===== src/rtl/tea_decrypt.sv =====
`default_nettype none
// ============================================================================
//  Module   : tea_decrypt
//  Purpose  : Iterative TEA block decryptor. Recovers a 64-bit plaintext
//             (v1_dec, v2_dec) from a 64-bit ciphertext (v1_enc, v2_enc) under
//             a 128-bit key (key1..key4). One Feistel round per clock cycle,
//             with valid/ready handshakes on both the input and the output.
//  Ports    : clk                  - single rising-edge clock
//             reset                - asynchronous, active-high reset
//             in_valid / in_ready  - input handshake (in_ready high in IDLE)
//             v1_enc, v2_enc       - ciphertext words 0 and 1
//             key1..key4           - key words k0..k3, in encryptor order
//             out_valid / out_ready- output handshake (out_valid high in DONE)
//             v1_dec, v2_dec       - plaintext words 0 and 1 (registered)
//  Revision : 1.0 - initial release
// ============================================================================
module tea_decrypt #(
  parameter int          ROUNDS = 32,
  parameter logic [31:0] DELTA  = 32'h9E3779B9
) (
  input  logic        clk,
  input  logic        reset,
  input  logic        in_valid,
  output logic        in_ready,
  input  logic [31:0] v1_enc,
  input  logic [31:0] v2_enc,
  input  logic [31:0] key1,
  input  logic [31:0] key2,
  input  logic [31:0] key3,
  input  logic [31:0] key4,
  output logic        out_valid,
  input  logic        out_ready,
  output logic [31:0] v1_dec,
  output logic [31:0] v2_dec
);

  localparam int          CW       = $clog2(ROUNDS + 1);
  // Decryption walks the key schedule backwards, starting from the sum the
  // encryptor reaches after its last round (wraps mod 2^32).
  localparam logic [31:0] SUM_INIT = DELTA * 32'(ROUNDS);
  localparam logic [CW-1:0] LAST   = CW'(ROUNDS - 1);

  typedef enum logic [1:0] {
    IDLE = 2'd0,
    RUN  = 2'd1,
    DONE = 2'd2
  } state_t;

  state_t          state;
  logic [31:0]     y;
  logic [31:0]     z;
  logic [31:0]     sum;
  logic [31:0]     k0;
  logic [31:0]     k1;
  logic [31:0]     k2;
  logic [31:0]     k3;
  logic [CW-1:0]   count;

  logic [31:0]     z_next;
  logic [31:0]     y_next;

  // Two round halves chained in one cycle: the y update uses the freshly
  // computed z, undoing the encryptor's halves in reverse order.
  assign z_next = z - ((((y << 4) + k2) ^ (y + sum) ^ ((y >> 5) + k3)));
  assign y_next = y - ((((z_next << 4) + k0) ^ (z_next + sum) ^ ((z_next >> 5) + k1)));

  always_ff @(posedge clk or posedge reset) begin
    if (reset) begin
      state     <= IDLE;
      in_ready  <= 1'b1;
      out_valid <= 1'b0;
      y         <= '0;
      z         <= '0;
      sum       <= '0;
      k0        <= '0;
      k1        <= '0;
      k2        <= '0;
      k3        <= '0;
      count     <= '0;
      v1_dec    <= '0;
      v2_dec    <= '0;
    end else begin
      case (state)
        IDLE: begin
          if (in_valid) begin
            y        <= v1_enc;
            z        <= v2_enc;
            k0       <= key1;
            k1       <= key2;
            k2       <= key3;
            k3       <= key4;
            sum      <= SUM_INIT;
            count    <= '0;
            in_ready <= 1'b0;
            state    <= RUN;
          end
        end
        RUN: begin
          y     <= y_next;
          z     <= z_next;
          sum   <= sum - DELTA;
          count <= count + CW'(1);
          if (count == LAST) begin
            v1_dec    <= y_next;
            v2_dec    <= z_next;
            out_valid <= 1'b1;
            state     <= DONE;
          end
        end
        DONE: begin
          // Draining returns to IDLE; a new accept needs the following edge.
          if (out_ready) begin
            out_valid <= 1'b0;
            in_ready  <= 1'b1;
            state     <= IDLE;
          end
        end
        default: begin
          out_valid <= 1'b0;
          in_ready  <= 1'b1;
          state     <= IDLE;
        end
      endcase
    end
  end

endmodule
`default_nettype wire


===== config.mk =====
export PLATFORM = sky130hd
export DESIGN_NAME = tea_decrypt
export DESIGN_NICKNAME = d
export VERILOG_FILES = /design/src/rtl/tea_decrypt.sv
export SDC_FILE = /design/constraint.sdc
export NUM_CORES = 1
export LEC_CHECK = 0
export ABC_AREA = 1
export BUFFER_PORTS_ARGS = -buffer_cell sky130_fd_sc_hd__clkbuf_2
export CORE_MARGIN = 1
export CORE_UTILIZATION = 37
export CTS_BUF_LIST = sky130_fd_sc_hd__clkbuf_2
export DETAILED_ROUTE_END_ITERATION = 16
export PLACE_DENSITY_LB_ADDON = 0.12
export SYNTH_ARGS = -nofsm -noshare
export SYNTH_HDL_FRONTEND = slang
export SYNTH_SLANG_ARGS = --single-unit

===== constraint.sdc =====
create_clock -name clk -period 11.65 [get_ports clk]
set_clock_uncertainty 0.15 [all_clocks]
set_input_delay 0.5825 -clock clk [delete_from_list [all_inputs] [get_ports clk]]
set_output_delay 0.5825 -clock clk [all_outputs]
set_load 0.005 [all_outputs]

## Yosys cells after proc, flatten, opt, wreduce, memory -nomap -nowiden

Cells that the tools add are included.

| storage, ports and cells | value |
|---|---|
| register bits | 298 |
| input bits | 196 |
| output and inout bits | 66 |
| logic and storage cells | 61 |

| operators by class | value |
|---|---|
| add/subtract/negate cells | 10 |
| equal/unequal tests | 6 |
| mux-type cells | 18 |
| bitwise gates (word level) | 6 |
| reductions and logical operators | 8 |

Operator list:

| operator | count |
|---|---|
| $pmux W32 S2 | 3 |
| $add A32 B32 Y32 | 4 |
| $xor A32 B32 Y32 | 4 |
| $mux W32 | 3 |
| $add A27 B32 Y32 | 2 |
| $sub A32 B32 Y32 | 2 |
| $sub A32 B32 Y32 const B | 1 |
| $pmux W6 S2 | 1 |
| $reduce_and A3 Y1 | 3 |
| $add A6 B1 Y6 const B | 1 |
| $eq A6 B5 Y1 const B | 1 |
| $mux W2 | 3 |
| $mux W6 | 1 |
| $ne A2 B2 Y1 const B | 3 |
| $pmux W1 S3 | 2 |
| $pmux W2 S3 | 1 |
| $reduce_and A2 Y1 | 3 |
| $mux W1 | 4 |
| $eq A2 B1 Y1 const B | 1 |
| $eq A2 B2 Y1 const B | 1 |
| $logic_not A2 Y1 | 1 |
| $not A1 Y1 | 2 |
| $reduce_bool A2 Y1 | 1 |

## Depth between registers and ports, before layout

Gate-level depths: netlist of the first run.

| depth | value |
|---|---|
| word-level depth | 9 |
| depth in mapped cells | 51 |
| gate-level depth less buffers | 51 |

## Least setup slack after synthesis of the first run

OpenSTA, ideal clock, no wires.

| timing | value |
|---|---|
| path type | register to register |
| start | register y[5] |
| end | register v1_dec[31] |
| setup time | 0.117 ns |
| arrival time | 6.764 ns |
| data required time | 11.383 ns |
| slack | 4.618 ns |
| cell stages (with the launch flop) | 48 |
| path buffers | 0 |
| clock period less this slack | 7.032 ns |
| path through | dfrtp_1 -> ha_1 -> fa_1 -> nand3_1 -> nand2_1 -> a21o_1 -> a21oi_4 -> o21ai_2 -> a21boi_2 -> o21ai_1 -> xor2_1 -> xor2_1 -> ha_1 -> nand2_1 -> nor2_1 -> nor3b_2 -> nand3_1 -> nand3_1 -> (+12 left out) -> o21ai_0 -> nor2_1 -> xnor2_1 -> xor2_1 -> xor2_1 -> ha_1 -> nand2_1 -> nor3_1 -> nand2_1 -> nor4_1 -> nand2_1 -> nand2_1 -> nand3b_1 -> nand2_1 -> inv_1 -> nand3_1 -> nand3_1 -> nand2_1 |

| between the ends | value |
|---|---|
| longest elaborated chain between the ends | 8 |
| elaborated cells between the ends (all ways) | 12 |
| those cells by class | add/sub (8); bitwise (4) |

RTL lines:

| item | line | RTL |
|---|---|---|
| start, declared | 50 | `logic [31:0] y;` |
| start signal, assigned | 86 | `y <= v1_enc;` |
| start signal, assigned | 99 | `y <= y_next;` |
| $add A32 B32 Y32 | 64 | `assign z_next = z - ((((y << 4) + k2) ^ (y + sum) ^ ((y >> 5) + k3)));` |
| $xor A32 B32 Y32 | 64 |  |
| $xor A32 B32 Y32 * | 64 |  |
| $sub A32 B32 Y32 * | 64 |  |
| named net z_next[28] | 59 | `logic [31:0] z_next;` |
| $add A32 B32 Y32 | 65 | `assign y_next = y - ((((z_next << 4) + k0) ^ (z_next + sum) ^ ((z_next >> 5) + k1)));` |
| $xor A32 B32 Y32 | 65 |  |
| $xor A32 B32 Y32 * | 65 |  |
| $sub A32 B32 Y32 * | 65 |  |
| end signal, assigned | 104 | `v1_dec <= y_next;` |
| end, declared | 33 | `output logic [31:0] v1_dec,` |

Mark *: on every way through the listed nets, which the timed path passes. The rest lies on a longest branch.
A chain may end at the register's enable or synchronous reset.

## Final worst setup path of the first run

Same ends and word-level chain as after synthesis.

==> metrics.sh, run 1 <==
FP.DIEW_UM=264
IO_PINS=262
IO_BUFFER_COUNT=261
ROUTED_VIA_DENSITY=5.06
STARTING_DENSITY_PCT=37.6
TIMING.CRITICAL_PATH.SLOWEST_STAGE_CELL='sky130_fd_sc_hd__xnor2_1'
CTS_HTREE_LEVELS=3
TRITONCTS='built'
DETAIL_ROUTE.FIRST_PASS.ITERATIONS=5
YS_DOMINANT_REG_CELL='sky130_fd_sc_hd__dfrtp_1'
PERIOD_MINUS_WS_FINAL_NS=9.24
POSTSYNTHAREAPERCELL_UM2=7.30
RSZ0062_AT_GRT='no'
INSTANCE_COUNT_OF_THE_MAPPED_NETLIST=3471
AREA_TAKEN_BY_MULTI_INPUT_LOGIC_GATES_MM2=0.0166
TIMING_WORST_SETUP_PATH_TYPE='register to register'
NUM-FILL-CELLS=6900
ROUTE.DETAILED.DRC=0
VIA_COUNT=25800
CP.ARRIVAL_NS=10.06
FINAL_HOLD_VIOL_COUNT=0
SYNTH-EDFF-COUNT=0
SYNTH-WARNING-COUNT=0
REGISTER_AREA_MM2=0.00746
FMAX_ACHIEVED_MHz=108
CTS_MADE_BUFFERS=86
CLKSINKCOUNT=298
ROUTABILITYCONGESTION=0.964
REGISTER_AREA_SHARE_AFTER_SYNTHESIS_PCT=29.4
POSTSYNTHNETCOUNT=3918
CLK_PIN_SLEW_WORST_PATHS_NS=0.10
GRT_ANTENNA_BEFORE_REPAIR=2
GR_OVERFLOW_TOTAL=0
MIN_PERIOD_OVER_PERIOD_PCT=79.3
FIRST_PASS_GRT_WIRE_LENGTH_UM=148000
SYNTH.FF_LATCH_COUNT=298
LAYOUT.CELLS.MOST_COMMON_LIST='1146 x sky130_fd_sc_hd__nand2_1, 397 x sky130_fd_sc_hd__dlygate4sd3_1, 383 x sky130_fd_sc_hd__clkbuf_2'
POST-CTS-SETUP-BUFFER-COUNT=0
GRT_USAGE_PCT=27.6
WORST_PIN_SLEW_NS=1.10
FP_ROWS=95
WORSTSETUPENDPOINTTYPE='register'
SETUP_TOTAL_NEGATIVE_SLACK_NS=0
VERT_DIE_DIM_UM=264
ANT_NETS=0
NUMBER_OF_GLOBAL_ROUTE_VIAS_BEFORE_REPAIR=26200
SHARE_OF_POST_ROUTE_CELLS_WITH_DRIVE_STRENGTH_ABOVE_1_PCT=12.5
FINISH.NET_COUNT=4613
BUFFERS_FROM_CLOCK_ROOT_TO_SINK_AT_MOST=3
CLK-INSERTION-DELAY-LATE_NS=1.13
MIN-DELAY-PATH-CLASS='primary input to register'
OUTCOME='completed'
MOST_FREQUENT_STANDARD_CELL_IN_THE_LAYOUT_EXCLUDING_FILL_AND_TAP_CELLS='sky130_fd_sc_hd__nand2_1'
CLOCKROOTBUFFER='sky130_fd_sc_hd__clkbuf_2'
TIMING.CRITICAL_PATH.REQUIRED_NS=12.47
CRITPATHMAXSTAGEDELAY_NS=0.77
FINALSETUPVIOLCOUNT=0
WL_PER_CELL_UM=18.8
DETAIL_ROUTE.WIRELENGTH_UM=95900
FP.COREAREA_MM2=0.0675
SYNTH_AREA_MM2=0.0254
CRIT_FANOUT=6
SLEW_VIOL_FINAL=0
WORST_SETUP_SP_TYPE='register'
AREA_GROWTH_SYN_TO_LAYOUT_PCT=27.9
DESIGN.DIE.AREA_MM2=0.0696
DETAILEDROUTE.FIRSTITERATIONVIOLATIONS=1610
CRIT_TOP_CELL='sky130_fd_sc_hd__nand2_1'
WHS_NS=0.114
ASYNC_RESET_FF_SHARE_PCT=100
GRT_MAX_DEGREE=108
SYNTH.LIB_CELLS_USED.DISTINCT=67
RELSLEWSLACK_PCT=26.7
PLACE.DETAILED.HPWL_UM=72800
CAP_VIOL_MAX_COUNT=0
==> final timing paths <==
path	from	to	slack, ns	cells past startpoint
worst min-delay path	key4[3]	k3[3]	0.11	4
max in group asynchronous	reset	k1[29]	8.57	6
worst max register to register	y[5]	v1_dec[31]	2.41	44
min in group asynchronous	reset	k3[4]	0.56	4
worst max-delay path	y[5]	v1_dec[31]	2.41	44
worst min register to register	v2_dec[3]	v2_dec[3]	0.33	2
==> layout make-up <==
class	count	share of cell area [%]
inverters	263	3.09
repair buffers	677	16.7
multi-input cells	2840	51.3
well taps	873	3.37
flip-flops and latches	298	23.0
clock buffers	122	1.88
clock inverters	25	0.644
diodes	3	0.0231
==> routing by layer <==
layer  track usage (%)  vias to the layer above  wire length [µm]
li1                  -                    12900                 -
met1              37.1                    12100             45000
met2              46.4                      641             44300
met3              3.40                      150              4100
met4              7.86                        0              2540
met5                 0                        -                 0
==> synthesized netlist by cell type, types with 18 or more instances <==
cell type / count / area [µm²]
sky130_fd_sc_hd__a21o_1: 23 / 173
sky130_fd_sc_hd__nand4_1: 18 / 113
sky130_fd_sc_hd__o21bai_1: 19 / 143
sky130_fd_sc_hd__dfrtp_1: 297 / 7430
sky130_fd_sc_hd__o211ai_1: 31 / 233
sky130_fd_sc_hd__inv_1: 254 / 953
sky130_fd_sc_hd__nand2_1: 1148 / 4310
sky130_fd_sc_hd__ha_1: 243 / 3040
sky130_fd_sc_hd__nand3_1: 175 / 876
sky130_fd_sc_hd__a21oi_1: 240 / 1200
sky130_fd_sc_hd__clkbuf_1: 62 / 233
sky130_fd_sc_hd__nor2_1: 185 / 694
sky130_fd_sc_hd__a31oi_1: 21 / 131
sky130_fd_sc_hd__o21ai_1: 29 / 145
sky130_fd_sc_hd__nand2_2: 22 / 138
sky130_fd_sc_hd__o21ai_0: 156 / 781
sky130_fd_sc_hd__xnor2_1: 119 / 1040
sky130_fd_sc_hd__nor3_1: 32 / 160
sky130_fd_sc_hd__xor2_1: 208 / 1820
sky130_fd_sc_hd__o21ai_2: 18 / 158
==> critical path: cells and delay by family (launching register included) <==
family | cells | cell delay (ns)
xor gates and xnor gates | 5 | 1.91
DFF | 1 | 0.49
AOI/OAI and AO/OA | 8 | 1.64
adders and majority gates | 5 | 1.66
buffers and inverters | 2 | 0.10
and+or+nand+nor | 24 | 3.12
==> through the flow <==
step / instance area (µm²) / util (%) / setup slack [ns] / cells
6_report: 32400 / 48.0 / 2.41 / 5101
4_1_cts: 32400 / 48.0 / 2.46 / 5098
5_1_grt: 32400 / 48.0 / 1.60 / 5101
3_5_place_dp: 27600 / 40.9 / 2.56 / 4554
2_1_floorplan: 25400 / - / 2.69 / 3471
3_3_place_gp: 27600 / 40.9 / 2.43 / 4554
==> kinds of logic after synthesis <==
group / Yosys count / share of synthesized area [%]
flops: 298 / 29.4
mux: 1 / 0.0395
fa+ha+maj: 251 / 12.6
simple gates: 1634 / 26.5
buf+inv: 333 / 5.04
compound gates: 621 / 14.7
xor+xnor: 333 / 11.8
==> sequential cells by signal (all words and copies together), names as in the netlist <==
| register | flops |
|---|---|
| k0 | 32 |
| k1 | 32 |
| k2 | 32 |
| k3 | 32 |
| sum | 32 |
| v1_dec | 32 |
| v2_dec | 32 |
| y | 32 |
| z | 32 |
| count | 6 |
| state | 2 |
| in_ready | 1 |
| out_valid | 1 |
==> timing repair <==
item	4_1_cts	5_1_grt
setup endpoints to repair	0	0
hold endpoints to repair	300	0
hold buffers	397	0
gates resized for setup	0	0
Power of run 1 is left out: the tool's default activity adds up to more than one toggle a clock period on the data nets, which glitch-free logic cannot reach.
==> inputs of run 2 (changes only) <==
- ABC_AREA: 1 -> 0
- clock period: 11.65 -> 9.65 ns (I/O delays scaled with it)
==> metrics.sh, run 2 <==
SYNTH-WARNING-COUNT=0  # unchanged
GRT_ANTENNA_BEFORE_REPAIR=1  # was 2
SYNTH_COMMON_CELLS='561 x sky130_fd_sc_hd__nand2_1, 297 x sky130_fd_sc_hd__dfrtp_1, 289 x sky130_fd_sc_hd__xnor2_1'  # was 1148 x sky130_fd_sc_hd__nand2_1, 297 x sky130_fd_sc_hd__dfrtp_1, 254 x sky130_fd_sc_hd__inv_1
SYNTH.LIB_CELLS_USED.DISTINCT=73  # was 67
FINALSETUPVIOLCOUNT=0  # unchanged
RR_STARTPOINT='y[6]'  # was y[5]
YS_DOMINANT_REG_CELL='sky130_fd_sc_hd__dfrtp_1'  # unchanged
GRT_MAX_DEGREE=133  # was 108
GRT_USAGE_PCT=27.1  # was 27.6%
FINAL_HOLD_VIOL_COUNT=0  # unchanged
NUMBER_OF_GLOBAL_ROUTE_VIAS_BEFORE_REPAIR=24200  # was 26200
FINISH.CELL_COUNT_WITHOUT_FILLERS=4629  # was 5101
SYNTH.FF_LATCH_COUNT=298  # unchanged
FP_ROWS=91  # was 95
SLEW_VIOL_FINAL=0  # unchanged
DPL-INSTANCE-AREA_MM2=0.0269  # was 0.0276 mm²
ASYNC_RESET_FF_SHARE_PCT=100  # unchanged
WORSTSETUPENDPOINT='y[31]'  # was v1_dec[31]
IO_BUFFER_COUNT=261  # unchanged
MOST_FREQUENT_STANDARD_CELL_IN_THE_LAYOUT_EXCLUDING_FILL_AND_TAP_CELLS='sky130_fd_sc_hd__nand2_1'  # unchanged
CAP_VIOL_MAX_COUNT=0  # unchanged
SYNTH-EDFF-COUNT=0  # unchanged
WORST_R2R_PATH_DEPTH=43  # was 44
ROUTABILITYCONGESTION=0.977  # was 0.964
CTS_MADE_BUFFERS=86  # unchanged
OUTCOME='completed'  # unchanged
IO_PINS=262  # unchanged
CRIT_FANOUT=5  # was 6
RELSLEWSLACK_PCT=34.6  # was 26.7%
REGISTER_AREA_SHARE_AFTER_SYNTHESIS_PCT=31.9  # was 29.4%
POST_SYNTH_MAIN_AREA_CONTRIBUTORS='sky130_fd_sc_hd__dfrtp_1 32%, sky130_fd_sc_hd__ha_1 13%, sky130_fd_sc_hd__xnor2_1 11%'  # was sky130_fd_sc_hd__dfrtp_1 29%, sky130_fd_sc_hd__nand2_1 17%, sky130_fd_sc_hd__ha_1 12%
ROUTED_VIA_DENSITY=5.19  # was 5.06
POSTSYNTHNETCOUNT=3173  # was 3918
PLACE.DETAILED.HPWL_UM=63000  # was 72800 µm
SYNTH_AREA_MM2=0.0234  # was 0.0254 mm²
SYNTHDOMINANTAREACELLTYPE='sky130_fd_sc_hd__dfrtp_1'  # unchanged
REGTOREGSETUPSLACK_NS=0.42  # was 2.41 ns
CLKSINKCOUNT=298  # unchanged
WORST_PIN_SLEW_NS=0.982  # was 1.10 ns
FINISH.NET_COUNT=4167  # was 4613
WORST_SETUP_SP_TYPE='register'  # unchanged
INSTANCE_COUNT_OF_THE_MAPPED_NETLIST=2726  # was 3471
WL_PER_CELL_UM=18.8  # about the same
TIMING_WORST_SETUP_PATH_TYPE='register to register'  # unchanged
DETAIL_ROUTE.WIRELENGTH_UM=87000  # was 95900 µm
WHS_NS=0.136  # was 0.114 ns
ROUTE.DETAILED.DRC=0  # unchanged
CRIT_START='y[6]'  # was y[5]
LAYOUT.CELLS.MOST_COMMON_LIST='558 x sky130_fd_sc_hd__nand2_1, 513 x sky130_fd_sc_hd__dlygate4sd3_1, 399 x sky130_fd_sc_hd__clkbuf_2'  # was 1146 x sky130_fd_sc_hd__nand2_1, 397 x sky130_fd_sc_hd__dlygate4sd3_1, 383 x sky130_fd_sc_hd__clkbuf_2
SHARE_OF_POST_ROUTE_CELLS_WITH_DRIVE_STRENGTH_ABOVE_1_PCT=19.7  # was 12.5%
FMAX_ACHIEVED_MHz=108  # about the same
CRIT-REG2REG-CAPTURE='y[31]'  # was v1_dec[31]
CLOCKROOTBUFFER='sky130_fd_sc_hd__clkbuf_2'  # unchanged
VERT_DIE_DIM_UM=253  # was 264 µm
NUMPLACEDINSTANCES=3940  # was 4554
ANT_NETS=0  # unchanged
DESIGN_AREA_MM2=0.0334  # was 0.0324 mm²
CP.ARRIVAL_NS=10.04  # was 10.06 ns
FP.DIEW_UM=253  # was 264 µm
CLK_PIN_SLEW_WORST_PATHS_NS=0.10  # about the same
MIN-DELAY-PATH-CLASS='primary input to register'  # unchanged
CTS_HTREE_LEVELS=3  # unchanged
DESIGN.DIE.AREA_MM2=0.0641  # was 0.0696 mm²
GR_OVERFLOW_TOTAL=0  # unchanged
PERIOD_MINUS_WS_FINAL_NS=9.23  # was 9.24 ns
CRITPATHMAXSTAGEDELAY_NS=0.42  # was 0.77 ns
FP.COREAREA_MM2=0.0621  # was 0.0675 mm²
TIMING.CRITICAL_PATH.REQUIRED_NS=10.46  # was 12.47 ns
FIRST_PASS_GRT_WIRE_LENGTH_UM=134000  # was 148000 µm
SETUP_TOTAL_NEGATIVE_SLACK_NS=0  # unchanged
CRIT_TOP_CELL='sky130_fd_sc_hd__xnor2_1'  # was sky130_fd_sc_hd__nand2_1
WORSTSETUPENDPOINTTYPE='register'  # unchanged
TRITONCTS='built'  # unchanged
CLK-INSERTION-DELAY-LATE_NS=1.15  # was 1.13 ns
MIN_PERIOD_OVER_PERIOD_PCT=95.7  # was 79.3%
POSTSYNTHAREAPERCELL_UM2=8.57  # was 7.30 µm²
YOSYSMOSTFREQUENTCELL='sky130_fd_sc_hd__nand2_1'  # unchanged
POST-SYNTH-TOP-AREA-FRACTION_PCT=31.8  # was 29.3%
BUFFERS_FROM_CLOCK_ROOT_TO_SINK_AT_MOST=3  # unchanged
AREA_GROWTH_SYN_TO_LAYOUT_PCT=43.2  # was 27.9%
STARTING_DENSITY_PCT=37.6  # about the same
TIMING.CRITICAL_PATH.SLOWEST_STAGE_CELL='sky130_fd_sc_hd__dfrtp_1'  # was sky130_fd_sc_hd__xnor2_1
DETAILEDROUTE.FIRSTITERATIONVIOLATIONS=1455  # was 1610
DETAIL_ROUTE.FIRST_PASS.ITERATIONS=5  # unchanged
VIA_COUNT=24000  # was 25800
run 2: how the worst min path moves through the flow:
stage,startpoint,end,slack [ns],depth (start not counted)
finish,v2_enc[8],z[8],0.14,4
detailed placement,k3[11],k3[11],0.32,2
global route,in_valid,in_ready,0.09,4
global placement,v1_dec[12],v1_dec[12],0.31,2
CTS,v2_enc[8],z[8],0.008,4
floorplan,k2[10],k2[10],0.30,2
run 2: cell families (layout without fill, tap and decap cells):
logic type	after synthesis	after routing	synth area share [%]
simple gates	885	885	16.2
xor+xnor	360	360	13.8
flops	298	298	31.9
other cells	0	1	0
mux	23	23	1.07
compound gates	755	755	20.8
buf+inv	154	1219	2.48
fa+ha+maj	251	251	13.7
run 2: what timing repair did:
item                                   in CTS  in global routing
hold buffers                              513                  0
buffers inserted                            3                 13
setup endpoints to repair                   6                 14
cloned                                      0                  0
endpoints found under the hold margin     314                  0
resized for setup                          23                 87
pin swaps                                  10                 54
run 2: metrics by stage:
| stage | util, % | setup WS [ns] |
|---|---|---|
| final | 53.9 | 0.415 |
| after global routing | 53.9 | -0.0546 |
| after CTS | 53.1 | 0.0893 |
| after detailed placement | 43.3 | -0.485 |
| after global placement | 43.3 | -0.255 |
| after floorplan | - | 0.508 |
run 2: layout make-up:
| class | count | area, µm² |
|---|---|---|
| fill | 5708 | 28600 |
| timing repair buffer | 978 | 7990 |
| clock inverter | 21 | 111 |
| antenna | 1 | 2.50 |
| multi-input combinational | 2274 | 15800 |
| sequential | 298 | 7460 |
| tap | 837 | 1050 |
| clock buffer | 138 | 691 |
| inverter | 82 | 315 |
run 2: routing by layer:
| layer | vias to the layer above | global-route usage (%) | wire length, µm |
|---|---|---|---|
| met2 | 605 | 43.0 | 39000 |
| met1 | 11600 | 38.4 | 42300 |
| li1 | 11600 | - | - |
| met4 | 0 | 7.24 | 1590 |
| met3 | 116 | 3.78 | 4180 |
| met5 | - | 0 | 0 |
run 2: critical path: cells and delay by family (launching register included):
kind | cells | cell delay (ns)
compound gates | 19 | 3.01
xor+xnor | 10 | 2.11
fa+ha+maj | 4 | 1.30
simple gates | 5 | 1.28
buf+inv | 5 | 0.82
flops | 1 | 0.42
Power of run 2 is left out for the same reason.
